### src/rtl/stack_proc_pkg.sv
// Shared types and constants for the stack processor front end.
package stack_proc_pkg;

  localparam int INST_W = 16;
  localparam int PC_W   = 16;

  localparam logic [PC_W-1:0] PC_STEP          = 16'd2;
  localparam logic [PC_W-1:0] RESET_PC_DEFAULT = 16'h0000;

  typedef enum logic [1:0] {
    IDLE  = 2'd0,
    FETCH = 2'd1,
    WAIT  = 2'd2,
    VALID = 2'd3
  } fetch_state_t;

  // Redirect targets are forced even so an odd byte address is never fetched.
  function automatic logic [PC_W-1:0] align_target(input logic [PC_W-1:0] target);
    return target & ~16'h0001;
  endfunction

endpackage

### src/rtl/instruction_fetch_pc_unit.sv
// Program counter register with sequential / redirect next-PC selection.
module pc_unit
  import stack_proc_pkg::*;
#(
  parameter logic [PC_W-1:0] RESET_PC = RESET_PC_DEFAULT
) (
  input  logic            CLK,
  input  logic            reset,
  input  logic            accept,
  input  logic            PCWrite,
  input  logic [PC_W-1:0] newPC,
  output logic [PC_W-1:0] pc
);

  logic [PC_W-1:0] pc_next;

  always_comb begin
    pc_next = pc;
    if (accept) begin
      if (PCWrite) pc_next = align_target(newPC);
      else         pc_next = pc + PC_STEP;
    end
  end

  always_ff @(posedge CLK or negedge reset) begin
    if (!reset) pc <= RESET_PC;
    else        pc <= pc_next;
  end

endmodule

### src/rtl/instruction_fetch.sv
// Fetch front end: FETCH/WAIT/VALID sequencing over a synchronous instruction memory.
module instruction_fetch
  import stack_proc_pkg::*;
#(
  parameter logic [PC_W-1:0] RESET_PC = RESET_PC_DEFAULT,
  parameter int              IMEM_AW  = 13
) (
  input  logic                CLK,
  input  logic                reset,
  input  logic [PC_W-1:0]     newPC,
  input  logic                PCWrite,
  input  logic                inst_ready,
  input  logic [INST_W-1:0]   imem_dout,
  output logic [IMEM_AW-1:0]  imem_addr,
  output logic                imem_en,
  output logic [INST_W-1:0]   inst,
  output logic                inst_valid,
  output logic [PC_W-1:0]     pc
);

  fetch_state_t state, state_next;
  logic         accept;

  assign accept = inst_valid & inst_ready;

  pc_unit #(.RESET_PC(RESET_PC)) u_pc_unit (
    .CLK     (CLK),
    .reset   (reset),
    .accept  (accept),
    .PCWrite (PCWrite),
    .newPC   (newPC),
    .pc      (pc)
  );

  always_ff @(posedge CLK or negedge reset) begin
    if (!reset) state <= IDLE;
    else        state <= state_next;
  end

  always_comb begin
    state_next = state;
    unique case (state)
      IDLE:  state_next = FETCH;
      FETCH: state_next = WAIT;
      WAIT:  state_next = VALID;
      VALID: if (accept) state_next = FETCH;
      default: state_next = IDLE;
    endcase
  end

  // Memory-side outputs depend only on state and pc, never on inputs.
  always_comb begin
    imem_en   = (state == FETCH);
    imem_addr = pc[IMEM_AW:1];
  end

  // Read data is captured on the WAIT->VALID edge; reset during WAIT drops it.
  always_ff @(posedge CLK or negedge reset) begin
    if (!reset) begin
      inst       <= '0;
      inst_valid <= 1'b0;
    end else if (state == WAIT) begin
      inst       <= imem_dout;
      inst_valid <= 1'b1;
    end else if (accept) begin
      inst_valid <= 1'b0;
    end
  end

endmodule

### config.mk
export PLATFORM = sky130hd
export DESIGN_NAME = instruction_fetch
export DESIGN_NICKNAME = d
export VERILOG_FILES = /design/src/rtl/stack_proc_pkg.sv /design/src/rtl/instruction_fetch_pc_unit.sv /design/src/rtl/instruction_fetch.sv
export SDC_FILE = /design/constraint.sdc
export NUM_CORES = 1
export LEC_CHECK = 0
export ABC_AREA = 1
export BUFFER_PORTS_ARGS = -buffer_cell sky130_fd_sc_hd__buf_2
export CAP_MARGIN = 30
export CORE_UTILIZATION = 50
export CTS_CLUSTER_SIZE = 28
export DETAILED_ROUTE_END_ITERATION = 10
export GPL_TIMING_DRIVEN = 0
export PLACE_DENSITY = 0.83
export SYNTH_ARGS = -nofsm -noshare
export SYNTH_HDL_FRONTEND = slang
export SYNTH_HIERARCHICAL = 1
export SYNTH_SLANG_ARGS = --single-unit
export TNS_END_PERCENT = 5
### constraint.sdc
create_clock -name CLK -period 2.9 [get_ports CLK]
set_input_delay 0.29 -clock CLK [delete_from_list [all_inputs] [get_ports CLK]]
set_output_delay 0.29 -clock CLK [all_outputs]
set_load 0.02 [all_outputs]
**Word level (Yosys, flattened, before mapping)**

Index checks and enable logic that the tools add are counted.

- Bitwise operators: 1
- Add/sub/neg operators: 1
- Reductions and logical operators: 2
- Mux-type cells: 5
- Equality and inequality tests: 4

Operators by type and width:

| cell | count |
|---|---|
| 16-bit by 2-bit adder with 16-bit output (second input constant) | 1 |
| 16-bit 2-to-1 mux | 1 |
| 2-bit one-hot mux with 4 select lines | 1 |
| 2-bit == test (second input constant) | 2 |
| 2-bit by 1-bit == test with 1-bit output (second input constant) | 1 |
| 2-bit zero test | 1 |
| 1-bit 2-to-1 mux | 2 |
| 2-bit 2-to-1 mux | 1 |
| 2-bit inequality test (second input constant) | 1 |
| 2-bit nonzero test | 1 |
| 1-bit bitwise AND | 1 |

- Register bits after elaboration: 35
- Bits of input ports: 36

**Longest topological paths before layout**

Gate-level depths: netlist (run 1).

- Depth after elaboration: 3
- Mapped depth: 9
- Depth with buffers taken out: 9

**Modules after synthesis**

Netlist (run 1), hierarchy kept.

By module, submodules not included:

| module | sequential area each (µm²) | area each (µm²) | cells each | times used |
|---|---|---|---|---|
| pc_unit | 375.4 | 1118.6 | 171 | 1 |
| instruction_fetch | 475.5 | 943.4 | 102 | 1 |

**Worst setup path after synthesis (run 1)**

Ideal clock, no wire load.

- Kind: reg2reg
- From: register u_pc_unit.pc[1]
- To: register u_pc_unit.pc[15]
- Path slack: 1498 ps
- Required time: 2784 ps
- Stages on the path, launching flop included: 9
- Arrival time: 1286 ps
- Cell sequence: dfrtp_1 -> ha_1 -> nand3_2 -> nor2_4 -> nand3_1 -> nand2_1 -> nand3_1 -> nand2_1 -> nand2_1

- Cells in the longest elaborated chain, start to end: 2

Ends and longest elaborated chain:

| item | RTL line | text |
|---|---|---|
| start, declared | instruction_fetch_pc_unit.sv:12 | `output logic [PC_W-1:0] pc` |
| start signal, assigned | instruction_fetch_pc_unit.sv:27 | `else pc <= pc_next;` |
| 16-bit by 2-bit adder with 16-bit output | instruction_fetch_pc_unit.sv:21 | `else pc_next = pc + PC_STEP;` |
| 16-bit 2-to-1 mux | instruction_fetch_pc_unit.sv:20 | `if (PCWrite) pc_next = align_target(newPC);` |

Every way passes these cells.
A chain may end at the register's enable or synchronous reset.

**Worst setup path after layout (run 1)**

- From: register inst_valid
- To: register u_pc_unit.pc[7]

- Cells in the longest elaborated chain, start to end: 1

Ends and longest elaborated chain:

| item | RTL line | text |
|---|---|---|
| start, declared | instruction_fetch.sv:17 | `output logic inst_valid,` |
| start signal, assigned | instruction_fetch.sv:61 | `inst_valid <= 1'b0;` |
| start signal, assigned | instruction_fetch.sv:64 | `inst_valid <= 1'b1;` |
| start signal, assigned | instruction_fetch.sv:66 | `inst_valid <= 1'b0;` |
| 1-bit bitwise AND | instruction_fetch.sv:24 | `assign accept = inst_valid & inst_ready;` |
| named net accept | instruction_fetch.sv:22 | `logic accept;` |

The timed path passes the listed nets, and every way through them passes these cells.

==> impl_metrics.toml, run 1 <==
[outcome]
outcome = "finished, final reports clean"

[pwr]
leakage_nw = 1.50
net_switching_share_of_the_total_power_pct = 45.9
post-layout-total-power_mw = 3.14
sequentialPowerShare_pct = 30.3
power_density_nw_per_um2 = 1180
clock_power_share_pct = 17.4
share_comb_of_total_power_pct = 52.3
pint_mw = 1.70
power.switching_mw = 1.44
ir_drop_mv = 0.701

[grt]
grt_antenna_before_repair = 0
grt_pass1_vias = 1757
grt_overflow = 0
gr-usage-all-layers_pct = 23.7
grt_first_pass_wirelength_um = 7760
grt_max_degree = 35

[sta]
finalCritPeriodShare_pct = 50.8
post-route-worst-setup-slack_ps = 1430
maxSlewHeadroom_pct = 50.0
layout_min_cycle_time_ps = 1470
setup_repair_after_global_routing_missed_its_margin = "no"
tightestPinTransition_ps = 750
maxSlewViolCount = 0
setup_viol = 0
setup_total_negative_slack_ps = 0
clock.fmax_ghz = 0.679
finClkSkew_ps = 5.23
hold_ws_ps = 64.3
total_count_of_hold_check_failures_in_the_final_report = 0

[logic_synthesis]
netlist_top_cells_count = "nand2_1, inv_1, dfrtp_1"
syn-instance-count = 273
avgSynthCellArea_um2 = 7.55
syn_area_um2 = 2060
synthDominantCellAreaShare_pct = 41.3
yosys_most_used_dff = "dfrtp_1"
most_used_standard_cell_by_instance_count_after_synthesis = "nand2_1"
synth_edf_count = 0
synth.largest_area_cell = "dfrtp_1"
synth_seq_cells = 34
synth_nets = 315
async_flop_share_pct = 100
synth_cell_types = 27
sequential_share_of_the_synthesized_area_pct = 41.3
warnings_synthesis = 6
synth_top_cells_by_area = "dfrtp_1, nand2_1, inv_1"

[worst_setup_path]
crit_type = "flop to flop"
cp_data_arrival_time_ps = 1660
worst-endpoint-required_ps = 3080
path_max_fanout = 10
worstSetupEndpointType = "flop"
worst_setup_path_start_kind = "flop"

[routing]
dr.pass1.iters = 4
routed-via-count = 1997
drt_wl_total_um = 4710
detail_route.vias_per_cell = 4.88
drt_iter0_markers = 123
wl_per_cell_um = 11.5
ant_nets = 0
remaining_drc_errors = 0

[floorplan]
initial_core_util_pct = 54.3
i_o_pin_count = 83
coreArea_um2 = 3800
number_of_cell_rows = 22
die_area_um2 = 4390
die-height_um = 66.2
chipWidth_um = 66.2

[cts]
clock_latency_ps = 290
clock-root-buffer = "clkbuf_8"
worst_setup_hold_path_clk_slew_ps = 70
tritoncts = "yes"
cts_made_buffers = 5
cts_hold_repair.buffers = 0
cts_setup_buffers = 0
clock_path_buffers = 2
gates_resized_cts_repair = 0
cts_max_level = 2
clock_sinks = 34

[layout]
layout-drive-gt1-share_pct = 34.3
diode_count = 0
nNetsFinal = 402
post_layout_nonfiller_instances = 409
flow.area_growth_from_synthesis_pct = 29.2

[worst_hold_path]
worstHoldPathType = "input pin to async pin"

[place]
finalWeightedCongestion = 0.873
dp_hpwl_um = 3550
dp_slack_ps = 1470
placed_cells_incl_taps = 401
io_buffer_count = 80

[job]
maxCapViolations = 0
## per-layer routing
| layer | wire length [um] | part of all wire [%] | global-route usage (%) |
|---|---|---|---|
| met5 | 0 | 0 | 0 |
| met4 | 57 | 1.2 | 7.18 |
| met3 | 264 | 5.6 | 6.55 |
| met2 | 2300 | 49 | 40.6 |
| met1 | 2090 | 44 | 28.8 |
## cells in the final DEF (no fill, tap or decap)
| master | Yosys | final |
|---|---|---|
| nor2_2 | 1 | 1 |
| buf_4 | 14 | 14 |
| clkbuf_1 | 2 | 2 |
| dfrtp_1 | 34 | 34 |
| a21oi_1 | 5 | 5 |
| nand2_1 | 76 | 76 |
| nand4_1 | 6 | 6 |
| nand2_4 | 1 | 1 |
| nor2_8 | 1 | 1 |
| a21o_1 | 1 | 1 |
| nand2_2 | 2 | 2 |
| o211ai_1 | 1 | 1 |
| bufinv_16 | 0 | 2 |
| inv_1 | 40 | 40 |
| o21ai_2 | 6 | 6 |
| clkbuf_8 | 1 | 7 |
| nor2_4 | 1 | 1 |
| buf_2 | 2 | 82 |
| ha_1 | 6 | 6 |
| nor2_1 | 23 | 23 |
| inv_2 | 1 | 1 |
| nand3_1 | 17 | 17 |
| nand3_2 | 2 | 2 |
| xor2_1 | 1 | 1 |
| buf_6 | 4 | 4 |
| o21ai_0 | 21 | 21 |
| o21ai_1 | 3 | 3 |
| conb_1 | 1 | 1 |
## power by group through the flow
| stage | Clock [mW] | Sequential, mW | Combinational [mW] |
|---|---|---|---|
| after floorplan | 0 | 1.19 | 0.905 |
| after global placement | 0 | 0.947 | 1.60 |
| after detailed placement | 0 | 0.956 | 1.65 |
| after CTS | 0.552 | 0.952 | 1.65 |
| after global routing | 0.573 | 0.996 | 1.82 |
| final | 0.545 | 0.952 | 1.64 |
## path summary, 6_finish.rpt
path	cells past startpoint	end	startpoint	slack, ps
worst max-delay path	7	u_pc_unit/pc[7]	inst_valid	1430
worst min-delay path	1	inst[0]	reset	60
worst max register to register	7	u_pc_unit/pc[7]	inst_valid	1430
worst min register to register	2	inst[12]	inst[12]	510
max in group asynchronous	1	u_pc_unit/pc[11]	reset	2360
min in group CLK	3	inst[2]	imem_dout[2]	200
## sequential cells by signal, summed over array words and instances, names as in the netlist
name          cells
inst             16
u_pc_unit/pc     15
state             2
inst_valid        1
## critical path, stage by stage, from the launching register on
cell and delay [ps]:
dfrtp_1 400, nand2_1 150, inv_1 80, inv_1 70, clkbuf_1 400, a21oi_1 80, o21ai_1 150, inv_1 50
## layout make-up
cell class / instances / area, um^2
buffer: 23 / 181
clock inverter: 2 / 60.1
inverter: 41 / 154
fill: 327 / 1130
timing repair buffer: 80 / 400
multi-input combinational: 175 / 876
tap: 48 / 60.1
clock buffer: 6 / 82.6
sequential: 34 / 851
## kinds of logic after synthesis
group / count (synthesis) / synth area share [%]
and+or+nand+nor: 130 / 27.9
buffers and inverters: 64 / 16.3
AOI/OAI and AO/OA: 37 / 10.3
DFF: 34 / 41.3
adders and majority gates: 6 / 3.64
xor gates and xnor gates: 1 / 0.425
other: 1 / 0.182
## metrics by stage
step,cell area [um^2],util [%]
floorplan,2060,-
global placement,2520,66.4
detailed placement,2520,66.4
CTS,2670,70.2
global route,2670,70.2
finish,2670,70.2
No activity file was read; power rests on OpenSTA's default activity.
==> run 2: changes to the inputs <==
--- a/config.mk
+++ b/config.mk
@@ -8,11 +8,11 @@
 export ABC_AREA = 1
 export BUFFER_PORTS_ARGS = -buffer_cell sky130_fd_sc_hd__buf_2
 export CAP_MARGIN = 30
-export CORE_UTILIZATION = 50
+export CORE_UTILIZATION = 44
 export CTS_CLUSTER_SIZE = 28
 export DETAILED_ROUTE_END_ITERATION = 10
 export GPL_TIMING_DRIVEN = 0
-export PLACE_DENSITY = 0.83
+export PLACE_DENSITY = 0.78
 export SYNTH_ARGS = -nofsm -noshare
 export SYNTH_HDL_FRONTEND = slang
 export SYNTH_HIERARCHICAL = 1
==> constraint.sdc (replaced) <==
create_clock -name CLK -period 1.3 [get_ports CLK]
set_input_delay 0.13 -clock CLK [delete_from_list [all_inputs] [get_ports CLK]]
set_output_delay 0.13 -clock CLK [all_outputs]
set_load 0.02 [all_outputs]
==> impl_metrics.toml, run 2 (synthesis results as in run 1) <==
[sta]
clock.fmax_ghz = 0.764
maxSlewHeadroom_pct = 50.2
maxSlewViolCount = 0
finalCritPeriodShare_pct = 101
setup_repair_after_global_routing_missed_its_margin = "yes"
post-route-worst-setup-slack_ps = -9.44
layout_min_cycle_time_ps = 1310
finClkSkew_ps = 5.72
tightestPinTransition_ps = 747
setup_viol = 2
hold_ws_ps = 47.6
total_count_of_hold_check_failures_in_the_final_report = 0

[pwr]
net_switching_share_of_the_total_power_pct = 48.6
power_density_nw_per_um2 = 2500
power.switching_mw = 3.26
clock_power_share_pct = 11.3
ir_drop_mv = 1.26
leakage_nw = 1.49
post-layout-total-power_mw = 6.71
share_comb_of_total_power_pct = 56.2
pint_mw = 3.45
sequentialPowerShare_pct = 32.5

[routing]
drt_wl_total_um = 4760
ant_nets = 0
detail_route.vias_per_cell = 4.82
remaining_drc_errors = 0
routed-via-count = 2006
dr.pass1.iters = 4
drt_iter0_markers = 137
wl_per_cell_um = 11.4

[worst_setup_path]
worstSetupEndpointType = "flop"
path_max_fanout = 6
worst-endpoint-required_ps = 1480
crit_type = "flop to flop"
worst_setup_path_start_kind = "flop"
reg2reg_path_depth = 8
cp_data_arrival_time_ps = 1490
regToRegSetupSlack_ps = -9
worstReg2RegEnd = "u_pc_unit/pc[13]"
crit_path_start = "u_pc_unit/pc[1]"
worstSetupEndpoint = "u_pc_unit/pc[13]"
crit-reg2reg-launch = "u_pc_unit/pc[1]"

[worst_hold_path]
worstHoldPathType = "input pin to flop"

[cts]
clock_path_buffers = 2
clock-root-buffer = "clkbuf_8"
worst_setup_hold_path_clk_slew_ps = 70
tritoncts = "yes"
clock_sinks = 34
cts_max_level = 2
cts_made_buffers = 5
clock_latency_ps = 290

[grt]
grt_first_pass_wirelength_um = 8090
grt_max_degree = 35
gr-usage-all-layers_pct = 20.7
grt_pass1_vias = 1831
grt_antenna_before_repair = 0
grt_overflow = 0

[layout]
flow.area_growth_from_synthesis_pct = 30.0
layout_common_cells = "buf_2, nand2_1, inv_1"
largest_register_ff_count = 16
top_regs = "inst (16), u_pc_unit/pc (15), state (2)"
largest-register = "inst"
nNetsFinal = 405
layout-drive-gt1-share_pct = 38.2
diode_count = 0
mostFrequentLayoutCell = "buf_2"

[job]
maxCapViolations = 0

[floorplan]
i_o_pin_count = 83
coreArea_um2 = 4410
die_area_um2 = 4960
number_of_cell_rows = 24
die-height_um = 70.5
initial_core_util_pct = 46.7
chipWidth_um = 70.5

[place]
finalWeightedCongestion = 0.839
dp_hpwl_um = 3540
io_buffer_count = 80

[outcome]
outcome = "finished with violations"
violations = "negative setup slack"
-- run 2: cell type report --
cell class              instances  area [um^2]
clock inverters                 2         10.0
flip-flops and latches         34          857
fillers                       406         1730
well taps                      52         65.1
multi-input cells             175          908
repair buffers                 83          428
clock buffers                   6         72.6
plain buffers                  23          186
inverters                      41          154
-- run 2: worst min-delay path by stage --
stage	startpoint	endpoint	depth (start not counted)
after floorplan	reset	inst[0]	0
after global placement	reset	u_pc_unit/pc[6]	1
after detailed placement	reset	u_pc_unit/pc[4]	1
after CTS	imem_dout[10]	inst[10]	3
after global routing	imem_dout[11]	inst[11]	3
final	imem_dout[10]	inst[10]	3
-- run 2: per-stage QoR --
stage               cells  instance area (um^2)  TNS, ps  worst slack, ps  util (%)
floorplan             273                  2080    -22.6            -11.4         -
global placement      405                  2540     -700             -114      57.6
detailed placement    405                  2540     -811             -114      57.6
CTS                   414                  2640    -32.3            -13.2      59.8
global route          416                  2680     -393            -92.4      60.7
finish                416                  2680    -13.4            -9.44      60.7
-- run 2: power by group through the flow --
stage	clock [mW]	combinational, mW	sequential [mW]
3_3_place_gp	0	3.57	2.15
6_report	0.755	3.77	2.18
5_1_grt	0.823	4.17	2.27
2_1_floorplan	0	2.03	2.68
4_1_cts	0.781	3.70	2.17
3_5_place_dp	0	3.70	2.16
-- run 2: critical path, stage by stage, from the launching register on --
cell and delay (ps):
dfrtp_2 420, ha_4 170, nand3_4 90, nor2_4 190
nand3_1 90, nand2_1 60, nand3_1 70, nand2_1 70
nand2_1 40
-- run 2: routing by layer --
| metal | track usage [%] | wire length (um) | share of wire [%] | vias to the layer above |
|---|---|---|---|---|
| li1 | - | - | - | 1010 |
| met1 | 24.7 | 2030 | 43 | 921 |
| met2 | 36.1 | 2350 | 49 | 68 |
| met3 | 5.92 | 323 | 6.8 | 7 |
| met4 | 6.00 | 53 | 1.1 | 0 |
| met5 | 0 | 0 | 0 | - |
-- run 2: what timing repair did --
action	4_1_cts	5_1_grt
buffers inserted	0	2
hold endpoints to repair	34	0
gates cloned	0	0
resized for setup	2	13
pin swaps	2	2
hold buffers	1	0
endpoints found under the setup margin	12	17
==> run 3: changes to the inputs <==
--- a/config.mk
+++ b/config.mk
@@ -7,12 +7,13 @@
 export LEC_CHECK = 0
 export ABC_AREA = 1
 export BUFFER_PORTS_ARGS = -buffer_cell sky130_fd_sc_hd__buf_2
-export CAP_MARGIN = 30
+export CAP_MARGIN = 20
 export CORE_UTILIZATION = 44
 export CTS_CLUSTER_SIZE = 28
 export DETAILED_ROUTE_END_ITERATION = 10
 export GPL_TIMING_DRIVEN = 0
-export PLACE_DENSITY = 0.78
+export PLACE_DENSITY = 0.77
+export SKIP_LAST_GASP = 1
 export SYNTH_ARGS = -nofsm -noshare
 export SYNTH_HDL_FRONTEND = slang
 export SYNTH_HIERARCHICAL = 1
==> impl_metrics.toml, run 3 (synthesis results as in run 1) <==
[layout]
layout_common_cells = "buf_2, nand2_1, inv_1"
flow.area_growth_from_synthesis_pct = 29.5
final_core_util_pct = 60.5
top_regs = "inst (16), u_pc_unit/pc (15), state (2)"
largest-register = "inst"
largest_register_ff_count = 16
nNetsFinal = 404
diode_count = 0
layout.cell_area.non_filler_um2 = 2670
mostFrequentLayoutCell = "buf_2"
layout-drive-gt1-share_pct = 36.1

[cts]
tritoncts = "yes"
clock_sinks = 34
cts_max_level = 2
worst_setup_hold_path_clk_slew_ps = 70
clock_path_buffers = 2
clock_latency_ps = 280
clock-root-buffer = "clkbuf_8"
cts_made_buffers = 5

[place]
io_buffer_count = 80
dp_hpwl_um = 3470
place_area_um2 = 2540
dp_slack_ps = -159
finalWeightedCongestion = 0.799

[job]
maxCapViolations = 0

[outcome]
outcome = "finished with violations"
violations = "negative setup slack"

[worst_setup_path]
path_max_fanout = 6
cpPeakStageDelay_ps = 430
worstSetupEndpointType = "flop"
total_buffers_and_inverters_traversed_by_the_critical_path = 0
crit_type = "flop to flop"
timing.critical_path.mode_cell = "nand2_1"
worst-endpoint-required_ps = 1480
critical-path-slowest-cell = "dfrtp_2"
worst_setup_path_start_kind = "flop"
cp_data_arrival_time_ps = 1520
crit_family = "simple AND/OR/NAND/NOR gates"
worstPathCellList = "ha_4, nand3_4, nor2_4, nand3_1, nand2_1, nand3_1, nand2_1, nand2_1"

[floorplan]
initial_core_util_pct = 46.7
chipWidth_um = 70.5
coreArea_um2 = 4410
die-height_um = 70.5
die_area_um2 = 4960
i_o_pin_count = 83
number_of_cell_rows = 24

[pwr]
power_density_nw_per_um2 = 2510
ir_drop_mv = 1.27
leakage_nw = 1.49
post-layout-total-power_mw = 6.69

[sta]
maxSlewViolCount = 0
finalCritPeriodShare_pct = 103
layout_min_cycle_time_ps = 1340
finClkSkew_ps = 5.57
setup_viol = 4
setup_repair_after_global_routing_missed_its_margin = "yes"
clock.fmax_ghz = 0.745
maxSlewHeadroom_pct = 49.0
tightestPinTransition_ps = 765
post-route-worst-setup-slack_ps = -43.1
total_count_of_hold_check_failures_in_the_final_report = 0

[grt]
grt_antenna_before_repair = 0
grt_pass1_vias = 1796
grt_max_degree = 35
grt_first_pass_wirelength_um = 7940
grt_overflow = 0
gr-usage-all-layers_pct = 20.2

[routing]
remaining_drc_errors = 0
ant_nets = 0
dr.pass1.iters = 4
detail_route.vias_per_cell = 4.84
wl_per_cell_um = 11.3
routed-via-count = 2008
drt_wl_total_um = 4670
drt_iter0_markers = 125

[worst_hold_path]
worstHoldPathType = "input pin to flop"
==> run 3: cell types whose count changed in the layout (fill, tap and decap cells not counted), moves of 2 or more <==
cell / change
dfrtp_1: +3
dfrtp_2: -3
inv_2: -2
inv_1: +2
buf_4: -2
nand2_2: -2
nand2_1: +2
==> run 3: worst register-to-register path: cells and delay by family, from the launching register on <==
| family | cells | cell delay, ps |
|---|---|---|
| flops | 1 | 430 |
| fa+ha+maj | 1 | 170 |
| simple gates | 7 | 630 |
==> run 3: power breakdown <==
part / switching (mW) / internal (mW)
logic: 2.28 / 1.43
clock network: 0.402 / 0.426
registers: 0.565 / 1.59
total: 3.25 / 3.44
==> run 3: worst paths after layout <==
path	start	to	slack (ps)	depth (start not counted)
worst max-delay path	u_pc_unit/pc[1]	u_pc_unit/pc[11]	-40	8
worst min-delay path	imem_dout[8]	inst[8]	50	3
worst max register to register	u_pc_unit/pc[1]	u_pc_unit/pc[11]	-40	8
worst min register to register	inst[10]	inst[10]	530	2
max in group asynchronous	reset	u_pc_unit/pc[1]	320	2
min in group asynchronous	reset	u_pc_unit/pc[4]	450	2
==> run 3: routing by layer <==
metal | GRT usage (%) | up-vias | part of all wire (%)
met5 | 0 | - | 0
met4 | 5.33 | 0 | 0.90
met3 | 5.05 | 5 | 6.3
met2 | 34.7 | 76 | 48
met1 | 25.2 | 918 | 44
li1 | - | 1009 | -
==> run 3: area by class of cell <==
type / count / area [um^2]
Tap cell: 52 / 65.1
Clock buffer: 6 / 82.6
Sequential cell: 34 / 853
Timing Repair Buffer: 82 / 418
Buffer: 23 / 184
Inverter: 41 / 154
Fill cell: 407 / 1740
Multi-Input combinational cell: 175 / 901
Clock inverter: 2 / 12.5
==> run 3: metrics by stage <==
stage | instances | hold slack (ps) | TNS, ps
finish | 415 | 45.9 | -101
global route | 415 | 41.3 | -1360
CTS | 414 | 34.8 | -126
detailed placement | 405 | 251 | -1150
global placement | 405 | 253 | -763
floorplan | 273 | -166 | -22.6
==> run 3: timing repair <==
action | in CTS | in global routing
buffers inserted | 0 | 1
hold endpoints to repair | 34 | 0
cloned | 0 | 0
resized for setup | 2 | 2
hold buffers | 1 | 0
pin swaps | 1 | 2
endpoints found under the setup margin | 12 | 24
